### src/rtl/nibble_serial_tx_if.sv
`default_nettype none
// +----------------------------------------------------------------------+
// | nibble_serial_tx_if                                                  |
// | Handshake and serial-line bundle for the nibble link transmitter.    |
// | Revision: 1.0                                                        |
// +----------------------------------------------------------------------+
interface nibble_serial_tx_if #(
    parameter int WIDTH = 4
);
    logic [WIDTH-1:0] d;
    logic             valid;
    logic             ready;
    logic             tx;
    logic             busy;
    logic             done;

    modport master (
        output d,
        output valid,
        input  ready,
        input  tx,
        input  busy,
        input  done
    );

    modport slave (
        input  d,
        input  valid,
        output ready,
        output tx,
        output busy,
        output done
    );
endinterface
`default_nettype wire

### src/rtl/nibble_serial_tx.sv
`default_nettype none
// +----------------------------------------------------------------------+
// | nibble_serial_tx                                                     |
// | Start / LSB-first data / optional parity / stop serialiser.          |
// | Revision: 1.0                                                        |
// +----------------------------------------------------------------------+
module nibble_serial_tx #(
    parameter int WIDTH        = 4,
    parameter int CLKS_PER_BIT = 4,
    parameter int PARITY_EN    = 1,
    parameter int PARITY_ODD   = 0
) (
    input  logic              clk,
    input  logic              reset,
    nibble_serial_tx_if.slave bus
);
    localparam int CW = $clog2(CLKS_PER_BIT + 1);
    localparam int BW = $clog2(WIDTH + 1);

    localparam logic [CW-1:0] C_CYC_LAST = CW'(CLKS_PER_BIT - 1);
    localparam logic [BW-1:0] C_BIT_LAST = BW'(WIDTH - 1);
    localparam logic          C_ODD      = (PARITY_ODD != 0);

    localparam logic [2:0] S_IDLE   = 3'd0;
    localparam logic [2:0] S_START  = 3'd1;
    localparam logic [2:0] S_DATA   = 3'd2;
    localparam logic [2:0] S_PARITY = 3'd3;
    localparam logic [2:0] S_STOP   = 3'd4;

    logic [2:0]       state_q, state_d;
    logic [CW-1:0]    cyc_q,   cyc_d;
    logic [BW-1:0]    bit_q,   bit_d;
    logic [WIDTH-1:0] shift_q, shift_d;
    logic             par_q,   par_d;
    logic             tx_q,    tx_d;
    logic             done_q,  done_d;

    logic             w_last;
    logic [WIDTH-1:0] w_shifted;

    assign w_last    = (cyc_q == C_CYC_LAST);
    assign w_shifted = shift_q >> 1;

    // tx_d always reflects the level of the state/bit being entered, so the
    // registered line switches on the same edge as the state.
    always_comb begin
        state_d = state_q;
        cyc_d   = cyc_q;
        bit_d   = bit_q;
        shift_d = shift_q;
        par_d   = par_q;
        tx_d    = tx_q;
        done_d  = 1'b0;

        case (state_q)
            S_IDLE: begin
                tx_d = 1'b1;
                if (bus.valid) begin
                    shift_d = bus.d;
                    par_d   = (^bus.d) ^ C_ODD;
                    cyc_d   = '0;
                    bit_d   = '0;
                    tx_d    = 1'b0;
                    state_d = S_START;
                end
            end
            S_START: begin
                if (w_last) begin
                    cyc_d   = '0;
                    tx_d    = shift_q[0];
                    state_d = S_DATA;
                end else begin
                    cyc_d = cyc_q + CW'(1);
                end
            end
            S_DATA: begin
                if (w_last) begin
                    cyc_d   = '0;
                    shift_d = w_shifted;
                    bit_d   = bit_q + BW'(1);
                    if (bit_q == C_BIT_LAST) begin
                        if (PARITY_EN != 0) begin
                            tx_d    = par_q;
                            state_d = S_PARITY;
                        end else begin
                            tx_d    = 1'b1;
                            state_d = S_STOP;
                        end
                    end else begin
                        tx_d = w_shifted[0];
                    end
                end else begin
                    cyc_d = cyc_q + CW'(1);
                end
            end
            S_PARITY: begin
                if (w_last) begin
                    cyc_d   = '0;
                    tx_d    = 1'b1;
                    state_d = S_STOP;
                end else begin
                    cyc_d = cyc_q + CW'(1);
                end
            end
            S_STOP: begin
                if (w_last) begin
                    cyc_d   = '0;
                    tx_d    = 1'b1;
                    done_d  = 1'b1;
                    state_d = S_IDLE;
                end else begin
                    cyc_d = cyc_q + CW'(1);
                end
            end
            default: begin
                cyc_d   = '0;
                tx_d    = 1'b1;
                state_d = S_IDLE;
            end
        endcase
    end

    always_ff @(posedge clk) begin
        if (reset) begin
            state_q <= S_IDLE;
            cyc_q   <= '0;
            bit_q   <= '0;
            shift_q <= '0;
            par_q   <= 1'b0;
            tx_q    <= 1'b1;
            done_q  <= 1'b0;
        end else begin
            state_q <= state_d;
            cyc_q   <= cyc_d;
            bit_q   <= bit_d;
            shift_q <= shift_d;
            par_q   <= par_d;
            tx_q    <= tx_d;
            done_q  <= done_d;
        end
    end

    assign bus.ready = (state_q == S_IDLE);
    assign bus.busy  = (state_q != S_IDLE);
    assign bus.tx    = tx_q;
    assign bus.done  = done_q;

endmodule
`default_nettype wire

### src/flat_wrapper.sv
// flat-port wrapper written by rule: the top's interface ports become plain ports
module nibble_serial_tx_flat 
#(
    parameter int WIDTH        = 4,
    parameter int CLKS_PER_BIT = 4,
    parameter int PARITY_EN    = 1,
    parameter int PARITY_ODD   = 0
)
  (clk, reset, bus_d, bus_valid, bus_ready, bus_tx, bus_busy, bus_done);
  nibble_serial_tx_if #(.WIDTH(WIDTH)) bus_i ();
  input  logic clk;
  input  logic reset;
  input wire logic [$bits(bus_i.d)-1:0] bus_d;
  input wire logic [$bits(bus_i.valid)-1:0] bus_valid;
  output wire logic [$bits(bus_i.ready)-1:0] bus_ready;
  output wire logic [$bits(bus_i.tx)-1:0] bus_tx;
  output wire logic [$bits(bus_i.busy)-1:0] bus_busy;
  output wire logic [$bits(bus_i.done)-1:0] bus_done;
  assign bus_i.d = bus_d;
  assign bus_i.valid = bus_valid;
  assign bus_ready = bus_i.ready;
  assign bus_tx = bus_i.tx;
  assign bus_busy = bus_i.busy;
  assign bus_done = bus_i.done;
  nibble_serial_tx #(.WIDTH(WIDTH), .CLKS_PER_BIT(CLKS_PER_BIT), .PARITY_EN(PARITY_EN), .PARITY_ODD(PARITY_ODD)) u_core (.clk(clk), .reset(reset), .bus(bus_i));
endmodule
### config.mk
export PLATFORM = sky130hd
export DESIGN_NAME = nibble_serial_tx_flat
export DESIGN_NICKNAME = d
export VERILOG_FILES = /design/src/rtl/nibble_serial_tx_if.sv /design/src/rtl/nibble_serial_tx.sv /design/src/flat_wrapper.sv
export SDC_FILE = /design/constraint.sdc
export NUM_CORES = 1
export LEC_CHECK = 0
export ABC_AREA = 1
export BUFFER_PORTS_ARGS = -buffer_cell sky130_fd_sc_hd__buf_4
export CORE_MARGIN = 4
export CORE_UTILIZATION = 42
export DETAILED_ROUTE_END_ITERATION = 8
export PLACE_DENSITY = 0.73
export SLEW_MARGIN = 20
export SYNTH_ARGS = -nofsm -noshare
export SYNTH_HDL_FRONTEND = slang
export SYNTH_SLANG_ARGS = --single-unit
### constraint.sdc
create_clock -name clk -period 1.2 [get_ports clk]
set_input_delay 0.12 -clock clk [delete_from_list [all_inputs] [get_ports clk]]
set_output_delay 0.12 -clock clk [all_outputs]
set_load 0.02 [all_outputs]
==> key figures, run 1 <==
Outcome
  – Status: finished with violations
  – Failing checks: negative setup slack

Power and ir drop
  – Total power: about 3.9 mW
  – Leakage power: 0.593 nW
  – Max VDD drop: 1.53 mV
  – PD cells: 2870 nW/um^2

GRT
  – Vias in the first global route: 787
  – Antenna violations before repair: 0
  – First-pass GRT wire length: 3360 microns
  – Largest net degree at the start of global routing: 10
  – Gr usage total: 15.9%
  – Grt ovf: 0
  – Met3 Use GR: 3.60%
  – GRT met1 Usage: 19.1%
  – Most crowded layer after global routing: met2
  – Met2 Use GR: 27.8%

Floorplan
  – Initial Util: 44.4%
  – Row count: 16
  – Die height: 53.8 microns
  – Area of the die: 2890 sq um
  – I/O pin cnt: 11
  – Total core area: around 2000 sq um
  – Die X: about 54 microns

Synthesis
  – Mapped Nets: 135
  – Number of synthesized flops with an enable pin: 0
  – Post-Syn Area: 881 sq um
  – Synth warnings: 0
  – Distinct cells, synth: 23
  – Synthesized area per cell: 7.05 sq um
  – Most instantiated cells after synthesis: nand2_1, dfxtp_1, nor2_1
  – Post-synth ARST share: 0%
  – Share of the yosys chip area belonging to registers: 36.4%
  – Yosys reg bits: 16
  – Yosys top cell area share: 36.4%
  – Top cells by area, synth: dfxtp_1, nand2_1, nor2_1, a21oi_1, o21ai_0
  – Largest area contributor in the netlist: dfxtp_1
  – Ys flop type: dfxtp_1
  – Synth Instances: 125
  – Most numerous cell in the Yosys netlist: nand2_1

Place
  – Detailed placement HPWL: roughly 1500 microns
  – Placed Area: 1120 sq um
  – IO Port Bufs: 10
  – Placed insts: 174
  – Final GP Congestion: 0.865

STA
  – Final hold vios: 0
  – Clock Skew: 0.00193 ns
  – Least-Margin Pin Slew: 0.296 ns
  – Setup violators final: 17
  – Slew Limit Fails: 0
  – Setup TNS: -0.864 ns
  – Fin crit share: 108%
  – Slew HR: roughly four fifths
  – Final setup margin: -0.0982 ns
  – Min cycle time layout: between 1 and 1.5 ns
  – RSZ-0062 raised after global routing: yes
  – Max frequency: 770 MHz

Critical path
  – R2R Path Start: u_core.state_q[0]
  – Critical path class: flip-flop to output port
  – FF-to-FF setup slack: -0.1 ns
  – Worst path arrival time: 1.18 ns
  – Setup crit start: u_core.state_q[0]
  – Worst Path Required: 1.08 ns
  – Reg2Reg Depth: 7
  – CP delay by family, top: flip-flops
  – Max incr delay on CP: approximately 0.38 ns
  – CP endpoint: bus_busy
  – Worst reg2reg path endpoint: u_core.bus.tx
  – CP Max Fanout: 5
  – Worst Path Buf+Inv: 2
  – Crit end category: output port
  – Critical path, cell by cell: nor2_4, nand2_4, buf_6, buf_4
  – Critical Path Slowest Stage Cell: dfxtp_4
  – CP startpoint kind: flip-flop
  – Number of cells on the critical path: 4

Finish
  – Area growth, synth to finish: 54.8%
  – Nets: 167
  – Final Core Density: 68.8%
  – Design Area, Final: 1360 sq um
  – Final non-filler cell total: 183
  – Layout cells sized above 1: 51.9%
  – ANT cells: 0

Clock tree
  – Clk Tree Root Cell: clkbuf_4
  – CTS tree: built
  – CTS Buf Count: 3
  – Clock buffer depth: 2
  – Clk_lat worst skew: 0.28 ns
  – Number of H-tree levels: 1
  – Hold-fix buffers, CTS: 0
  – CTS sink count: 16
  – CTS clk-pin slew, worst paths: 0.10 ns

Drt
  – DRC: 0
  – Iteration-0 DRC Markers: 10
  – WL per Instance: 11.9 microns
  – Drt via density: 4.96
  – DRT Wirelength: 2180 microns
  – ANT nets after route: 0
  – Vias: 907
  – DR pass1 iterations: 4

Flow run
  – Max-cap violations: 0

Min path
  – Worst hold-check path type: input port to flip-flop
==> cell usage in the layout, fill, tap and decap left out, types with 3 or more instances in the layout <==
cell type	instances
nand2_4	4
o21ai_2	3
a21oi_2	3
a21oi_1	7
xnor2_1	3
nand2_1	21
nor2_1	12
inv_2	4
dfxtp_1	9
nand2_2	4
inv_4	3
nor2_4	4
o21ai_1	8
buf_6	6
inv_1	9
buf_4	21
ha_4	3
nand3_2	6
dfxtp_2	6
nor2_2	5
clkbuf_4	3
==> metal layers <==
layer	share of wire, %	wire length [microns]	vias to the layer above
met2	54	1180	12
li1	-	-	466
met1	41	896	423
met5	0	0	-
met4	2.5	55	0
met3	2.3	51	6
==> where the power goes <==
part / internal, mW / switching (mW) / leakage [nW] / total (mW)
clock network: 0.184 / 0.176 / 0.0210 / 0.360
logic: 1.22 / 1.47 / 0.437 / 2.69
registers: 0.730 / 0.144 / 0.134 / 0.874
==> registers in the layout, indices dropped and copies added (netlist names) <==
name             cells
u_core.shift_q       4
u_core.bit_q         3
u_core.cyc_q         3
u_core.state_q       3
u_core.bus.done      1
u_core.bus.tx        1
u_core.par_q         1
==> how the worst min path moves through the flow <==
stage	depth (start not counted)	slack, ns	endpoint	start
floorplan	2	0.27	u_core.shift_q[3]	bus_d[3]
global placement	2	0.36	u_core.bit_q[2]	reset
detailed placement	2	0.36	u_core.cyc_q[1]	reset
CTS	2	0.05	u_core.state_q[2]	reset
global route	2	0.04	u_core.state_q[2]	reset
finish	2	0.05	u_core.state_q[2]	reset
==> area by class of cell <==
cell class              count  area (sq um)
clock buffers               4          36.3
fillers                   156           618
inverters                  16          67.6
multi-input cells          92           649
flip-flops and latches     16           332
well taps                  27          33.8
repair buffers             28           245
==> what timing repair did <==
action	in CTS	in global routing
setup endpoints to repair	16	17
resized for setup	22	32
pin swaps	15	17
cloned	1	0
hold endpoints to repair	0	0
buffers inserted	3	1
==> cell families (layout without fill, tap and decap cells) <==
group                    Yosys count  in the layout  synth area share (%)
flip-flops                        16             16                  36.4
buffers and inverters             18             48                  7.81
AO/OA/AOI/OAI                     23             23                  13.8
XOR/XNOR                           3              3                  2.98
adder cells (fa/ha/maj)            3              3                  4.26
AND/OR/NAND/NOR                   62             63                  34.8
==> per-stage QoR <==
| stage | hold slack (ns) | setup WS, ns |
|---|---|---|
| 4_1_cts | 0.0488 | -0.108 |
| 3_3_place_gp | 0.358 | -0.127 |
| 2_1_floorplan | 0.267 | -0.00888 |
| 5_1_grt | 0.0446 | -0.164 |
| 3_5_place_dp | 0.355 | -0.137 |
| 6_report | 0.0532 | -0.0982 |
No activity file was read; power rests on OpenSTA's default activity.
==> run 2, diff against run 1 <==
Settings changed: CTS_CLUSTER_DIAMETER set to 40, HOLD_SLACK_MARGIN set to 0.06, PLACE_DENSITY 0.73 to 0.61.
==> run 2 against run 1 <==
The run still ends with negative setup slack left; non-clock buffer count up 8; sequential power up 2%; sequential share of layout area down 0.078 points; worst hold slack better by 0.043 ns; via count up 1.5%; critical endpoint is now u_core.state_q[1]; largest cell class unchanged; highest routed layer unchanged.
==> key figures, run 2 (synthesized netlist as in run 1, its figures left out) <==
Power and ir drop
  – Int Pwr: 2.16 mW (was 2.13 mW)
  – Psw: 1.75 mW (was 1.79 mW)
  – PD cells: 2810 nW/um^2 (was 2870 nW/um^2)
  – Max VDD drop: 1.56 mV (was 1.53 mV)
  – Total power: 3.91 mW (was 3.92 mW)
  – Leakage power: 0.625 nW (was 0.593 nW)
  – Net Sw Frac: 44.8% (was 45.6%)
  – Combinational Power Share: 69.8% (was 68.5%)
  – Part of the power in registers: 22.8% (was 22.3%)
  – Clock power share: 7.5% (was 9.2%)

GRT
  – Vias in the first global route: 900 (was 787)
  – First-pass GRT wire length: 3730 microns (was 3360 microns)
  – Antenna violations before repair: 0 (unchanged)
  – Largest net degree at the start of global routing: 11 (was 10)
  – Grt ovf: 0 (unchanged)
  – Gr usage total: 17.8% (was 15.9%)

Floorplan
  – Die height: 53.8 microns (unchanged)
  – Area of the die: 2890 sq um (unchanged)
  – Row count: 16 (unchanged)
  – I/O pin cnt: 11 (unchanged)
  – Total core area: 1980 sq um (unchanged)
  – Initial Util: 44.4% (unchanged)
  – Die X: 53.8 microns (unchanged)

Critical path
  – Critical path class: flip-flop to flip-flop (was flip-flop to output port)
  – Worst Path Required: 1.39 ns (was 1.08 ns)
  – FF-to-FF setup slack: -0.13 ns (was -0.1 ns)
  – Critical path, cell by cell: nor2_4, buf_12, nand3_4, nand2_4, nor2_4, buf_4, a21oi_2, nor2_1 (was nor2_4, nand2_4, buf_6, buf_4)
  – Worst path arrival time: 1.52 ns (was 1.18 ns)
  – Most frequent CP cell: nor2_4
  – Crit end category: flip-flop (was output port)
  – CP Max Fanout: 5 (unchanged)
  – Critical Path Slowest Stage Cell: dfxtp_4 (unchanged)
  – CP startpoint kind: flip-flop (unchanged)
  – Max incr delay on CP: 0.37 ns (was 0.38 ns)

Finish
  – Most flops, register: u_core.shift_q (unchanged)
  – Design Area, Final: 1390 sq um (was 1360 sq um)
  – ANT cells: 0 (unchanged)
  – Layout cells sized above 1: 47.9% (was 51.9%)
  – Most common cell after layout, fill and taps aside: buf_4
  – Final Core Density: 70.1% (was 68.8%)
  – Area growth, synth to finish: 57.7% (was 54.8%)
  – Commonest non-fill, non-tap cells in the layout: buf_4, nand2_1, nor2_1 (was nand2_1, buf_4, nor2_1)
  – Nets: 175 (was 167)
  – Largest register FFs: 4 (unchanged)

Clock tree
  – Clock buffer depth: 2 (unchanged)
  – CTS sink count: 16 (unchanged)
  – Number of H-tree levels: 1 (unchanged)
  – Clk Tree Root Cell: clkbuf_4 (unchanged)
  – CTS clk-pin slew, worst paths: 0.10 ns (about the same)
  – CTS tree: built (unchanged)
  – CTS Buf Count: 3 (unchanged)
  – Clk_lat worst skew: 0.29 ns (was 0.28 ns)

STA
  – Slew Limit Fails: 0 (unchanged)
  – Final hold vios: 0 (unchanged)
  – Slew HR: 81.6% (was 80.2%)
  – Setup violators final: 17 (unchanged)
  – RSZ-0062 raised after global routing: yes (unchanged)
  – Max frequency: 750 MHz (was 770 MHz)
  – Final setup margin: -0.133 ns (was -0.0982 ns)
  – Setup TNS: -1.04 ns (was -0.864 ns)
  – Least-Margin Pin Slew: 0.276 ns (was 0.296 ns)
  – Min cycle time layout: 1.33 ns (was 1.30 ns)
  – Clock Skew: 0.00558 ns (was 0.00193 ns)
  – Fin crit share: 111% (was 108%)

Place
  – Dpl ws: -0.152 ns (was -0.137 ns)
  – IO Port Bufs: 10 (unchanged)
  – Detailed placement HPWL: 1490 microns (was 1460 microns)
  – Placed Area: 1150 sq um (was 1120 sq um)
  – Final GP Congestion: 0.903 (was 0.865)

Drt
  – WL per Instance: 11.6 microns (was 11.9 microns)
  – DRT Wirelength: 2210 microns (was 2180 microns)
  – Iteration-0 DRC Markers: 10 (unchanged)
  – ANT nets after route: 0 (unchanged)
  – Drt via density: 4.85 (was 4.96)
  – DR pass1 iterations: 4 (unchanged)
  – Vias: 921 (was 907)
  – DRC: 0 (unchanged)

Min path
  – Worst hold-check path type: input port to flip-flop (unchanged)

Outcome
  – Failing checks: negative setup slack (unchanged)
  – Status: finished with violations (unchanged)

Flow run
  – Max-cap violations: 0 (unchanged)
-- run 2: changes by cell type in the layout (fill, tap and decap cells not counted), sizes merged --
| cell | before | now |
|---|---|---|
| dlygate4sd3 | 0 | 1 |
| clkbuf | 4 | 3 |
| buf | 28 | 35 |
-- run 2: worst paths after layout --
check                                  startpoint                 to  cells after the start
worst max register to register  u_core.state_q[2]  u_core.state_q[1]                      8
worst max-delay path            u_core.state_q[2]  u_core.state_q[1]                      8
worst min register to register  u_core.shift_q[0]  u_core.shift_q[0]                      2
worst min-delay path                     bus_d[3]  u_core.shift_q[3]                      3
-- run 2: layout make-up --
type | count | area, sq um
Timing Repair Buffer | 36 | 300
Multi-Input combinational cell | 92 | 631
Tap cell | 27 | 33.8
Clock buffer | 3 | 22.5
Sequential cell | 16 | 337
Inverter | 16 | 65.1
Fill cell | 157 | 593
-- run 2: through the flow --
step / std cells / hold slack (ns)
finish: 190 / 0.0957
global route: 190 / 0.112
CTS: 188 / 0.0902
detailed placement: 179 / 0.370
global placement: 179 / 0.361
floorplan: 125 / 0.267
-- run 2: per-layer routing --
metal  part of all wire [%]  track usage [%]  routed length, microns  vias to the layer above
met5                      0                0                       0                        -
met4                    1.4             8.09                      31                        0
met3                    2.2             3.32                      48                        4
met2                     49             28.4                    1080                       11
met1                     47             23.1                    1040                      429
li1                       -                -                       -                      477
-- run 2: timing repair --
| item | in CTS | in global routing |
|---|---|---|
| endpoints found under the hold margin | 3 | 0 |
| buffers inserted | 5 | 1 |
| pin swaps | 4 | 10 |
| gates cloned | 0 | 1 |
| gates resized for setup | 20 | 19 |
| hold buffers | 1 | 0 |
| endpoints found under the setup margin | 17 | 17 |
-- run 2: power by group through the flow --
stage	combinational (mW)	clock [mW]	sequential, mW
CTS	2.42	0.305	0.873
global placement	1.96	0	0.834
detailed placement	1.99	0	0.843
global route	2.98	0.321	0.906
finish	2.72	0.292	0.889
floorplan	1.30	0	0.823
-- run 2: critical path: cells and delay by family, from the launching register on --
kind,cells,cell delay (ns)
AO/OA/AOI/OAI,1,0.10
AND/OR/NAND/NOR,5,0.47
buffers and inverters,2,0.28
flip-flops,1,0.37
